===== config.mk =====
export PLATFORM = sky130hd
export DESIGN_NAME = noc_config_injector_flat
export DESIGN_NICKNAME = d
export VERILOG_FILES = /design/src/rtl/noc_pkg.sv /design/src/rtl/noc_config_injector_if.sv /design/src/rtl/noc_req_fifo.sv /design/src/rtl/noc_config_injector.sv /design/src/flat_wrapper.sv
export SDC_FILE = /design/constraint.sdc
export NUM_CORES = 1
export LEC_CHECK = 0
export BUFFER_PORTS_ARGS = -buffer_cell sky130_fd_sc_hd__buf_2
export CAP_MARGIN = 40
export CORE_ASPECT_RATIO = 2
export CORE_UTILIZATION = 40
export CTS_CLUSTER_DIAMETER = 120
export CTS_CLUSTER_SIZE = 12
export DETAILED_ROUTE_END_ITERATION = 8
export PLACE_DENSITY = 0.65
export SLEW_MARGIN = 20
export SYNTH_ARGS = -nofsm -noshare
export SYNTH_HDL_FRONTEND = slang
export SYNTH_SLANG_ARGS = --single-unit

===== constraint.sdc =====
create_clock -name clock -period 3 [get_ports clock]
set_clock_uncertainty 0.2 [all_clocks]
set_input_delay 0.6 -clock clock [delete_from_list [all_inputs] [get_ports clock]]
set_output_delay 0.6 -clock clock [all_outputs]
set_load 0.02 [all_outputs]

===== src/rtl/noc_pkg.sv =====
// Shared definitions for the NoC configure-word injector and the mesh decoder.
package noc_pkg;

    localparam int unsigned CFG_W     = 11;
    localparam int unsigned NODE_W    = 2;
    localparam int unsigned LEN_W     = 8;
    localparam int unsigned CNT8_W    = 8;

    // Field placement inside the configure word.
    localparam int unsigned VALID_BIT = 0;
    localparam int unsigned DEST_LSB  = 1;
    localparam int unsigned LEN_LSB   = 3;

    // Injector FSM encoding.
    localparam int unsigned ST_W = 3;
    localparam logic [ST_W-1:0] ST_IDLE    = 3'd0;
    localparam logic [ST_W-1:0] ST_LOAD    = 3'd1;
    localparam logic [ST_W-1:0] ST_DRIVE   = 3'd2;
    localparam logic [ST_W-1:0] ST_RELEASE = 3'd3;
    localparam logic [ST_W-1:0] ST_GAP     = 3'd4;

    // Request payload as queued in the FIFO.
    typedef struct packed {
        logic [LEN_W-1:0]  len;
        logic [NODE_W-1:0] dest;
    } req_t;

    // Build a valid configure word from a request.
    function automatic logic [CFG_W-1:0] pack_cfg(input req_t r);
        logic [CFG_W-1:0] w;
        w                       = '0;
        w[VALID_BIT]            = 1'b1;
        w[DEST_LSB +: NODE_W]   = r.dest;
        w[LEN_LSB +: LEN_W]     = r.len;
        return w;
    endfunction

    // Saturating 8-bit increment.
    function automatic logic [CNT8_W-1:0] sat_inc(input logic [CNT8_W-1:0] v);
        return (v == '1) ? v : v + CNT8_W'(1);
    endfunction

endpackage


===== src/rtl/noc_config_injector_if.sv =====
// Processor request / mesh configure bundle for one injector instance.
interface noc_config_injector_if #(
    parameter int unsigned DEPTH = 4
);
    import noc_pkg::*;

    localparam int unsigned CNT_W = $clog2(DEPTH) + 1;

    logic              req_valid;
    logic              req_ready;
    logic [NODE_W-1:0] req_dest;
    logic [LEN_W-1:0]  req_len;
    logic [CFG_W-1:0]  configure_out;
    logic              proc_ready;
    logic              done_pulse;
    logic              timeout_pulse;
    logic              err_pulse;
    logic              busy;
    logic [CNT_W-1:0]  fifo_count;

    // Processor and mesh side.
    modport master (
        output req_valid, req_dest, req_len, proc_ready,
        input  req_ready, configure_out, done_pulse, timeout_pulse, err_pulse, busy, fifo_count
    );

    // Injector side.
    modport slave (
        input  req_valid, req_dest, req_len, proc_ready,
        output req_ready, configure_out, done_pulse, timeout_pulse, err_pulse, busy, fifo_count
    );

endinterface


===== src/rtl/noc_req_fifo.sv =====
// Synchronous request FIFO with async active-low clear and registered ready.
module noc_req_fifo #(
    parameter int unsigned DEPTH = 4,
    parameter int unsigned W     = 10
) (
    input  logic                   i_clk,
    input  logic                   i_rst_n,
    input  logic                   i_push,
    input  logic [W-1:0]           i_data,
    input  logic                   i_pop,
    output logic [W-1:0]           o_data,
    output logic                   o_ready,
    output logic                   o_empty,
    output logic [$clog2(DEPTH):0] o_count
);

    localparam int unsigned AW = $clog2(DEPTH);
    localparam int unsigned CW = AW + 1;

    logic [W-1:0]  r_mem [DEPTH];
    logic [AW-1:0] r_wr_ptr;
    logic [AW-1:0] r_rd_ptr;
    logic [CW-1:0] r_count;
    logic          r_ready;
    logic          w_push;
    logic          w_pop;
    logic [CW-1:0] w_count_nxt;

    assign w_push      = i_push & r_ready;
    assign w_pop       = i_pop & (r_count != '0);
    assign w_count_nxt = r_count + CW'(w_push) - CW'(w_pop);

    assign o_data  = r_mem[r_rd_ptr];
    assign o_ready = r_ready;
    assign o_empty = (r_count == '0);
    assign o_count = r_count;

    // Storage write; no reset needed, occupancy is tracked by the pointers.
    always_ff @(posedge i_clk) begin
        if (w_push) begin
            r_mem[r_wr_ptr] <= i_data;
        end
    end

    // Pointers, occupancy and ready; ready stays low while cleared.
    always_ff @(posedge i_clk or negedge i_rst_n) begin
        if (!i_rst_n) begin
            r_wr_ptr <= '0;
            r_rd_ptr <= '0;
            r_count  <= '0;
            r_ready  <= 1'b0;
        end else begin
            if (w_push) r_wr_ptr <= r_wr_ptr + AW'(1);
            if (w_pop)  r_rd_ptr <= r_rd_ptr + AW'(1);
            r_count <= w_count_nxt;
            r_ready <= (w_count_nxt != CW'(DEPTH));
        end
    end

endmodule


===== src/rtl/noc_config_injector.sv =====
// Per-processor injector: queues route requests and drives them one at a time
// onto the mesh configure input, holding each until the mesh reports ready.
module noc_config_injector
    import noc_pkg::*;
#(
    parameter int unsigned NODE_ID    = 0,
    parameter int unsigned DEPTH      = 4,
    parameter int unsigned HOLD_MIN   = 2,
    parameter int unsigned GAP_CYCLES = 2,
    parameter int unsigned TIMEOUT    = 255
) (
    input  logic                  clock,
    input  logic                  reset,
    noc_config_injector_if.slave  bus
);

    localparam int unsigned CNT_W = $clog2(DEPTH) + 1;

    logic [ST_W-1:0]   r_state,    w_state_nxt;
    logic [CFG_W-1:0]  r_cfg,      w_cfg_nxt;
    logic [CNT8_W-1:0] r_hold_cnt, w_hold_cnt_nxt;
    logic [CNT8_W-1:0] r_to_cnt,   w_to_cnt_nxt;
    logic [CNT8_W-1:0] r_gap_cnt,  w_gap_cnt_nxt;
    logic              r_sticky,   w_sticky_nxt;
    logic              r_done,     w_done_nxt;
    logic              r_timeout,  w_timeout_nxt;
    logic              r_err,      w_err_nxt;
    logic              r_busy,     w_busy_nxt;
    logic              w_seen;
    logic              w_pop;
    logic              w_empty;
    logic              w_fifo_ready;
    logic [CNT_W-1:0]  w_count;
    req_t              w_req;
    req_t              w_head;

    assign w_req = '{len: bus.req_len, dest: bus.req_dest};

    noc_req_fifo #(
        .DEPTH (DEPTH),
        .W     ($bits(req_t))
    ) u_fifo (
        .i_clk   (clock),
        .i_rst_n (reset),
        .i_push  (bus.req_valid),
        .i_data  (w_req),
        .i_pop   (w_pop),
        .o_data  (w_head),
        .o_ready (w_fifo_ready),
        .o_empty (w_empty),
        .o_count (w_count)
    );

    assign bus.req_ready     = w_fifo_ready;
    assign bus.fifo_count    = w_count;
    assign bus.configure_out = r_cfg;
    assign bus.done_pulse    = r_done;
    assign bus.timeout_pulse = r_timeout;
    assign bus.err_pulse     = r_err;
    assign bus.busy          = r_busy;

    // Next-state, next-word and event decode.
    always_comb begin
        w_state_nxt    = r_state;
        w_cfg_nxt      = r_cfg;
        w_hold_cnt_nxt = r_hold_cnt;
        w_to_cnt_nxt   = r_to_cnt;
        w_gap_cnt_nxt  = r_gap_cnt;
        w_sticky_nxt   = r_sticky;
        w_done_nxt     = 1'b0;
        w_timeout_nxt  = 1'b0;
        w_err_nxt      = 1'b0;
        w_pop          = 1'b0;
        w_seen         = r_sticky | bus.proc_ready;

        case (r_state)
            ST_IDLE: begin
                if (!w_empty) w_state_nxt = ST_LOAD;
            end
            ST_LOAD: begin
                w_pop = 1'b1;
                if (w_head.dest == NODE_W'(NODE_ID)) begin
                    // Self-destined request is dropped without touching the mesh.
                    w_err_nxt     = 1'b1;
                    w_cfg_nxt     = '0;
                    w_gap_cnt_nxt = '0;
                    w_state_nxt   = ST_GAP;
                end else begin
                    // Counters count the DRIVE cycle about to start.
                    w_cfg_nxt      = pack_cfg(w_head);
                    w_hold_cnt_nxt = CNT8_W'(1);
                    w_to_cnt_nxt   = CNT8_W'(1);
                    w_sticky_nxt   = 1'b0;
                    w_state_nxt    = ST_DRIVE;
                end
            end
            ST_DRIVE: begin
                w_sticky_nxt   = w_seen;
                w_hold_cnt_nxt = sat_inc(r_hold_cnt);
                w_to_cnt_nxt   = sat_inc(r_to_cnt);
                if (w_seen && (r_hold_cnt >= CNT8_W'(HOLD_MIN))) begin
                    w_cfg_nxt   = '0;
                    w_done_nxt  = 1'b1;
                    w_state_nxt = ST_RELEASE;
                end else if (!w_seen && (r_to_cnt >= CNT8_W'(TIMEOUT))) begin
                    w_cfg_nxt     = '0;
                    w_timeout_nxt = 1'b1;
                    w_gap_cnt_nxt = '0;
                    w_state_nxt   = ST_GAP;
                end
            end
            ST_RELEASE: begin
                w_gap_cnt_nxt = '0;
                w_state_nxt   = ST_GAP;
            end
            ST_GAP: begin
                if (r_gap_cnt >= CNT8_W'(GAP_CYCLES - 1)) begin
                    w_state_nxt = ST_IDLE;
                end else begin
                    w_gap_cnt_nxt = sat_inc(r_gap_cnt);
                end
            end
            default: begin
                w_cfg_nxt   = '0;
                w_state_nxt = ST_IDLE;
            end
        endcase

        w_busy_nxt = (w_state_nxt != ST_IDLE);
    end

    // State, configure word, counters and event pulses.
    always_ff @(posedge clock or negedge reset) begin
        if (!reset) begin
            r_state    <= ST_IDLE;
            r_cfg      <= '0;
            r_hold_cnt <= '0;
            r_to_cnt   <= '0;
            r_gap_cnt  <= '0;
            r_sticky   <= 1'b0;
            r_done     <= 1'b0;
            r_timeout  <= 1'b0;
            r_err      <= 1'b0;
            r_busy     <= 1'b0;
        end else begin
            r_state    <= w_state_nxt;
            r_cfg      <= w_cfg_nxt;
            r_hold_cnt <= w_hold_cnt_nxt;
            r_to_cnt   <= w_to_cnt_nxt;
            r_gap_cnt  <= w_gap_cnt_nxt;
            r_sticky   <= w_sticky_nxt;
            r_done     <= w_done_nxt;
            r_timeout  <= w_timeout_nxt;
            r_err      <= w_err_nxt;
            r_busy     <= w_busy_nxt;
        end
    end

endmodule


===== src/flat_wrapper.sv =====
// flat-port wrapper written by rule: the top's interface ports become plain ports
module noc_config_injector_flat import noc_pkg::*;
#(
    parameter int unsigned NODE_ID    = 0,
    parameter int unsigned DEPTH      = 4,
    parameter int unsigned HOLD_MIN   = 2,
    parameter int unsigned GAP_CYCLES = 2,
    parameter int unsigned TIMEOUT    = 255
)
  (clock, reset, bus_req_valid, bus_req_dest, bus_req_len, bus_proc_ready, bus_req_ready, bus_configure_out, bus_done_pulse, bus_timeout_pulse, bus_err_pulse, bus_busy, bus_fifo_count);
  noc_config_injector_if #(.DEPTH(DEPTH)) bus_i ();
  input  logic clock;
  input  logic reset;
  input wire logic [$bits(bus_i.req_valid)-1:0] bus_req_valid;
  input wire logic [$bits(bus_i.req_dest)-1:0] bus_req_dest;
  input wire logic [$bits(bus_i.req_len)-1:0] bus_req_len;
  input wire logic [$bits(bus_i.proc_ready)-1:0] bus_proc_ready;
  output wire logic [$bits(bus_i.req_ready)-1:0] bus_req_ready;
  output wire logic [$bits(bus_i.configure_out)-1:0] bus_configure_out;
  output wire logic [$bits(bus_i.done_pulse)-1:0] bus_done_pulse;
  output wire logic [$bits(bus_i.timeout_pulse)-1:0] bus_timeout_pulse;
  output wire logic [$bits(bus_i.err_pulse)-1:0] bus_err_pulse;
  output wire logic [$bits(bus_i.busy)-1:0] bus_busy;
  output wire logic [$bits(bus_i.fifo_count)-1:0] bus_fifo_count;
  assign bus_i.req_valid = bus_req_valid;
  assign bus_i.req_dest = bus_req_dest;
  assign bus_i.req_len = bus_req_len;
  assign bus_i.proc_ready = bus_proc_ready;
  assign bus_req_ready = bus_i.req_ready;
  assign bus_configure_out = bus_i.configure_out;
  assign bus_done_pulse = bus_i.done_pulse;
  assign bus_timeout_pulse = bus_i.timeout_pulse;
  assign bus_err_pulse = bus_i.err_pulse;
  assign bus_busy = bus_i.busy;
  assign bus_fifo_count = bus_i.fifo_count;
  noc_config_injector #(.NODE_ID(NODE_ID), .DEPTH(DEPTH), .HOLD_MIN(HOLD_MIN), .GAP_CYCLES(GAP_CYCLES), .TIMEOUT(TIMEOUT)) u_core (.clock(clock), .reset(reset), .bus(bus_i));
endmodule

Word-level counts from Yosys, hierarchy flattened
Memory sizes are Yosys's and may differ from the RTL's.
Index checks and enable logic that the tools add are counted.
- reduce and logical (&&, ||, !) cells: 16
- order comparisons: 3
- bitwise logic cells: 4
- add/subtract/negate cells: 7
- mux-type cells: 33
- eq/ne operators: 17
- operator list (cell ; count):
    two-way mux 8 bit ; 8
    two-way mux 11 bit ; 3
    case mux 11 bit (3 select lines) ; 1
    case mux 8 bit (2 select lines) ; 2
    case mux 8 bit (4 select lines) ; 1
    adder 8 x 1 -> 8 bit (second input constant) ; 3
    equality test 8 bit (second input constant) ; 3
    two-way mux 3 bit ; 5
    case mux 3 bit (5 select lines) ; 1
    inequality test 2 bit (second input constant) ; 6
    two-way mux 1 bit ; 11
    greater-or-equal comparator 8 x 1 -> 1 bit (second input constant) ; 1
    greater-or-equal comparator 8 x 2 -> 1 bit (second input constant) ; 1
    greater-or-equal comparator 8 bit (second input constant) ; 1
    equality test 3 x 2 -> 1 bit (second input constant) ; 2
    logical NOT 3 bit ; 2
    AND reduction 3 bit ; 2
    AND reduction 6 bit ; 1
    nonzero test 3 bit ; 2
    adder 2 x 1 -> 2 bit (second input constant) ; 2
    inequality test 2 x 1 -> 1 bit (second input constant) ; 2
    AND reduction 2 bit ; 2
    nonzero test 4 bit ; 1
    adder 3 x 1 -> 3 bit ; 1
    14 further kinds ; 16
- bits in writable memories: 40
- output and inout port bits: 19
- logic and storage cells: 95
- bits in registers: 51
- memories: 1
- memory list (memory ; words ; bits a word ; read ports ; clocked after memory_dff ; wr ports ; line ; source):
    u_core.u_fifo.r_mem ; 4 ; 10 ; 1 ; 0 ; 1 ; noc_req_fifo.sv:20 ; logic [W-1:0] r_mem [DEPTH];

Longest topological paths before layout
- word-level depth: 7
- gate-level depth with buffers: 11

By module
From an unflattened synthesis, not the netlist that was laid out.
- cell total of the unflattened synthesis: 271
- area total of the unflattened synthesis: 3852.4 µm²
- modules (own cells, without submodules) (module ; times used ; sequential area each (µm²) ; area an instance (µm²) ; cells an instance):
    noc_config_injector ; 1 ; 1076.0 ; 1966.9 ; 183
    noc_req_fifo ; 1 ; 1401.3 ; 1885.6 ; 88

Least setup slack after synthesis
No wires, ideal clock.
- path type: register to register
- from: register u_core.r_state[2]
- to: register u_core.u_fifo.r_ready (netlist: u_core.u_fifo.o_ready)
- stages on the path, launching flop included: 12
- arrival time: 2.280 ns
- library setup time: 0.129 ns
- setup slack: 0.391 ns
- path buffers: 1
- clock period less this slack: 2.609 ns
- data required time: 2.671 ns
- cells stage by stage: dfrtp_1 > clkbuf_1 > nand2b_1 > nor3_1 > ha_1 > inv_1 > ha_1 > inv_1 > fa_1 > xnor2_1 > xnor2_1 > nand3b_1
- word-level cells in the longest chain between the ends: 5
- ends and longest elaborated chain (what ; line ; source):
    from (decl) ; noc_config_injector.sv:19 ; logic [ST_W-1:0] r_state, w_state_nxt;
    from (signal assigned) ; noc_config_injector.sv:146 ; r_state <= w_state_nxt;
    equality test 3 x 1 -> 1 bit ; noc_config_injector.sv:76 ; case (r_state)
    two-way mux 1 bit ; noc_config_injector.sv:76 ;
    AND 1 bit ; noc_req_fifo.sv:30 ; assign w_pop = i_pop & (r_count != '0);
    via u_core.u_fifo.w_pop ; noc_req_fifo.sv:26 ; logic w_pop;
    subtractor 3 x 1 -> 3 bit ; noc_req_fifo.sv:31 ; assign w_count_nxt = r_count + CW'(w_push) - CW'(w_pop);
    via u_core.u_fifo.w_count_nxt[2] ; noc_req_fifo.sv:27 ; logic [CW-1:0] w_count_nxt;
    inequality test 3 bit ; noc_req_fifo.sv:56 ; r_ready <= (w_count_nxt != CW'(DEPTH));
    to (signal assigned) ; noc_req_fifo.sv:56 ;
    to (decl) ; noc_req_fifo.sv:24 ; logic r_ready;
The timed path passes the listed nets, and every way through them passes these cells.
A chain may end at the register's enable or synchronous reset.

Worst setup path in the final report
- from: register u_core.r_state[0]
- to: register u_core.u_fifo.r_ready (netlist: u_core.u_fifo.o_ready)
The elaborated chain is that of the path after synthesis.

==> impl_metrics.toml <==
[run_status]
status = "finished, final reports clean"

[power]
peakVddDrop_mv = 0.442
p_sw_share_pct = 35.6
pwr-share-comb_pct = 33.8
p_int_uw = 2840
total_power_uw = 4410
sequentialPowerShare_pct = 42.2
power_leakage_uw = 0.00195
power_density_mw_per_mm2 = 947
power.switching_uw = 1570
clkPwrFrac_pct = 24.0

[die]
dieArea_mm2 = 0.0105
die_h_um = 144
chipWidth_um = 73.0
rows = 51
ios = 33
core_mm2 = 0.00976
start_util_pct = 41.3

[timing]
final_max_slew_viol_count = 0
fin_crit_ps = 2600
final.period_utilization_pct = 86.7
grt_setup_unrepaired = "false"
hold_viol = 0
setup_viol = 0
timing.fmax_mhz = 385
fin_tns_setup_ps = 0
slew_headroom_pct = 50.1
worst_pin_slew_ps = 728

[synthesis]
synth.avg_cell_area_um2 = 13.2
ys_seq_area_share_pct = 61.5
synth-seq-cells = 91
synth.cell_area_mm2 = 0.00403
synth-main-ff-cell = "dfrtp_1"
synth_edf_count = 40
yosysUniqueCellTypes = 52
synthArstFlopShare_pct = 56.0
syn_inst = 306
synth_warnings = 0
syn_nets = 333

[run]
drv_cap = 0

[clocking]
clk_pin_slew_worst_paths_ps = 70
cts_buffers = 9
cts.sinks = 91
cts_max_level = 3
clock_latency_ps = 340
cts_buffer_depth = 2
cts-root-buf = "clkbuf_16"
cts_tree = "built"
cts_resized = 0

[cells_and_area]
fin_nets = 373
drive_gt1_share_pct = 21.1
fillCellCount = 871
regArea_mm2 = 0.00248
multi_input_area_mm2 = 0.00142
diodes = 0
area_growth_syn_to_layout_pct = 15.6

[drt]
wirelength_um = 7500
post_drt_wl_per_cell_um = 15.5
via_per_inst = 5.22
first_iter_violations = 128
drc_errors = 0
via_count = 2522
drt_pre_antenna_iters = 4
drtAntennaViolNets = 0

[worst_hold_path]
hold_end = "u_core.u_fifo.r_mem[2][5]"
min_from = "bus_req_len[3]"
hold_path_class = "input port to register"
hold_path_depth = 1

[critical_path]
worst-path-max-fanout = 10
required_ps = 3010
r2r-start = "u_core.r_state[0]"
critical_path_class = "register to register"
critPathLaunchType = "register"
path_delay_family = "adder cells"
crit_chain = "nand2b_1 -> nor3_1 -> ha_1 -> inv_1 -> ha_1 -> inv_1 -> fa_1 -> xnor2_1 -> xnor2_1 -> nand3b_1"
reg2reg_depth = 10
critical-path-slowest-cell = "dfrtp_1"
regToRegEndpoint = "u_core.u_fifo.o_ready"
r2r_setup_slack_ps = 400
worst-path-buf-inv = 2
endpoint_kind = "register"
critPathMaxStageDelay_ps = 520
cp.arrival_ps = 2610

[grt]
first_global_vias = 2608
grt_antenna_before_repair = 0
grt-ovfl-total = 0
grt_pass1_wl_um = 12500
grt_max_degree = 37
grt_usage_pct = 16.0

[placed_design]
gp_congestion = 0.790
io_buffers = 32
dp_hpwl_um = 5480
==> worst register-to-register path, cell delays in order, from the launching register on <==
cell and delay, ps:
dfrtp_1 520, nand2b_1 160, nor3_1 230, ha_1 280, inv_1 50, ha_1 130, inv_1 50, fa_1 380
xnor2_1 190, xnor2_1 170, nand3b_1 110
==> power groups by stage <==
stage	clock network (uW)	logic, uW	registers, uW
floorplan	0	1060	1900
global placement	0	1450	1870
detailed placement	0	1510	1880
CTS	1080	1530	1860
global route	1120	1660	1900
finish	1060	1490	1860
==> registers in the layout, indices dropped and copies added (netlist names) <==
name and cells:
u_core.u_fifo.o_count 3, u_core.r_state 3, u_core.bus.done_pulse 1, u_core.u_fifo.r_wr_ptr 2, u_core.u_fifo.r_mem 40, u_core.r_gap_cnt 8
u_core.r_to_cnt 8, u_core.u_fifo.r_rd_ptr 2, u_core.bus.busy 1, u_core.r_hold_cnt 8, u_core.bus.err_pulse 1, u_core.bus.configure_out 11
u_core.bus.timeout_pulse 1, u_core.u_fifo.o_ready 1, u_core.r_sticky 1
==> worst max path at each step <==
stage                     cells after the start                startpoint                    end
after detailed placement                     10  u_core.u_fifo.o_count[1]  u_core.u_fifo.o_ready
final                                        10         u_core.r_state[0]  u_core.u_fifo.o_ready
after global routing                         10  u_core.u_fifo.o_count[1]  u_core.u_fifo.o_ready
after CTS                                    10         u_core.r_state[0]  u_core.u_fifo.o_ready
after global placement                       10  u_core.u_fifo.o_count[1]  u_core.u_fifo.o_ready
after floorplan                              11         u_core.r_state[2]  u_core.u_fifo.o_ready
==> cells in the mapped netlist, types with 5 or more instances <==
master	n	area share, %
dfrtp_1	51	32
xnor2_1	7	1.5
a21oi_1	5	0.62
nor2_1	15	1.4
nand3_1	11	1.4
buf_2	6	0.75
and2_1	8	1.2
and3_1	8	1.2
nor3_1	5	0.62
inv_1	12	1.1
o21ai_0	13	1.6
mux2i_1	8	2.0
mux4_2	10	5.6
nand2_1	28	2.6
edfxtp_1	40	30
ha_1	12	3.7
==> cells in the final DEF (no fill, tap or decap), types with 5 or more instances in the layout <==
master,Yosys,routed
dfrtp_1,51,51
edfxtp_1,40,40
buf_2,6,32
nand2_1,28,28
nor2_1,15,15
o21ai_0,13,13
inv_1,12,12
ha_1,12,12
nand3_1,11,11
mux4_2,10,10
clkbuf_16,0,9
and3_1,8,8
mux2i_1,8,8
and2_1,8,8
buf_4,1,8
xnor2_1,7,7
nor3_1,5,5
a21oi_1,5,5
==> layout make-up <==
cell class	instances	area share, %
clock inverter	7	1.26
tap	132	3.55
inverter	12	0.967
sequential	91	53.2
clock buffer	9	4.84
timing repair buffer	43	5.70
multi-input combinational	189	30.5
==> stage by stage <==
stage               hold slack [ps]  worst slack, ps  std cells  area (um^2)  utilization [%]
finish                          270              400        483         4660             47.7
floorplan                       104              391        306         4030                -
detailed placement              277              358        465         4340             44.5
global placement                270              502        464         4330             44.3
global route                    271              184        483         4660             47.7
CTS                             166              341        481         4630             47.4
==> per-layer routing <==
| metal | up-vias | part of all wire [%] | GRT usage (%) | routed length, um |
|---|---|---|---|---|
| li1 | 1206 | - | - | - |
| met1 | 1271 | 39 | 17.2 | 2950 |
| met2 | 33 | 56 | 29.0 | 4180 |
| met3 | 12 | 2.4 | 3.02 | 183 |
| met4 | 0 | 2.5 | 8.26 | 186 |
| met5 | - | 0 | 0 | 0 |
==> what timing repair did <==
action / CTS / global route
buffers inserted: 0 / 0
hold endpoints to repair: 0 / 7
hold buffers: 0 / 1
==> kinds of logic (layout without fill, tap and decap cells) <==
| kind of cell | after synthesis | after routing | synth area share [%] |
|---|---|---|---|
| flip-flops | 91 | 91 | 61.5 |
| adder cells (fa/ha/maj) | 13 | 13 | 4.22 |
| AND/OR/NAND/NOR | 104 | 104 | 13.9 |
| XOR/XNOR | 11 | 11 | 2.39 |
| buffers and inverters | 26 | 71 | 3.26 |
| AO/OA/AOI/OAI | 42 | 42 | 6.93 |
| multiplexers | 19 | 19 | 7.86 |
Power figures use the tool's default switching activity.
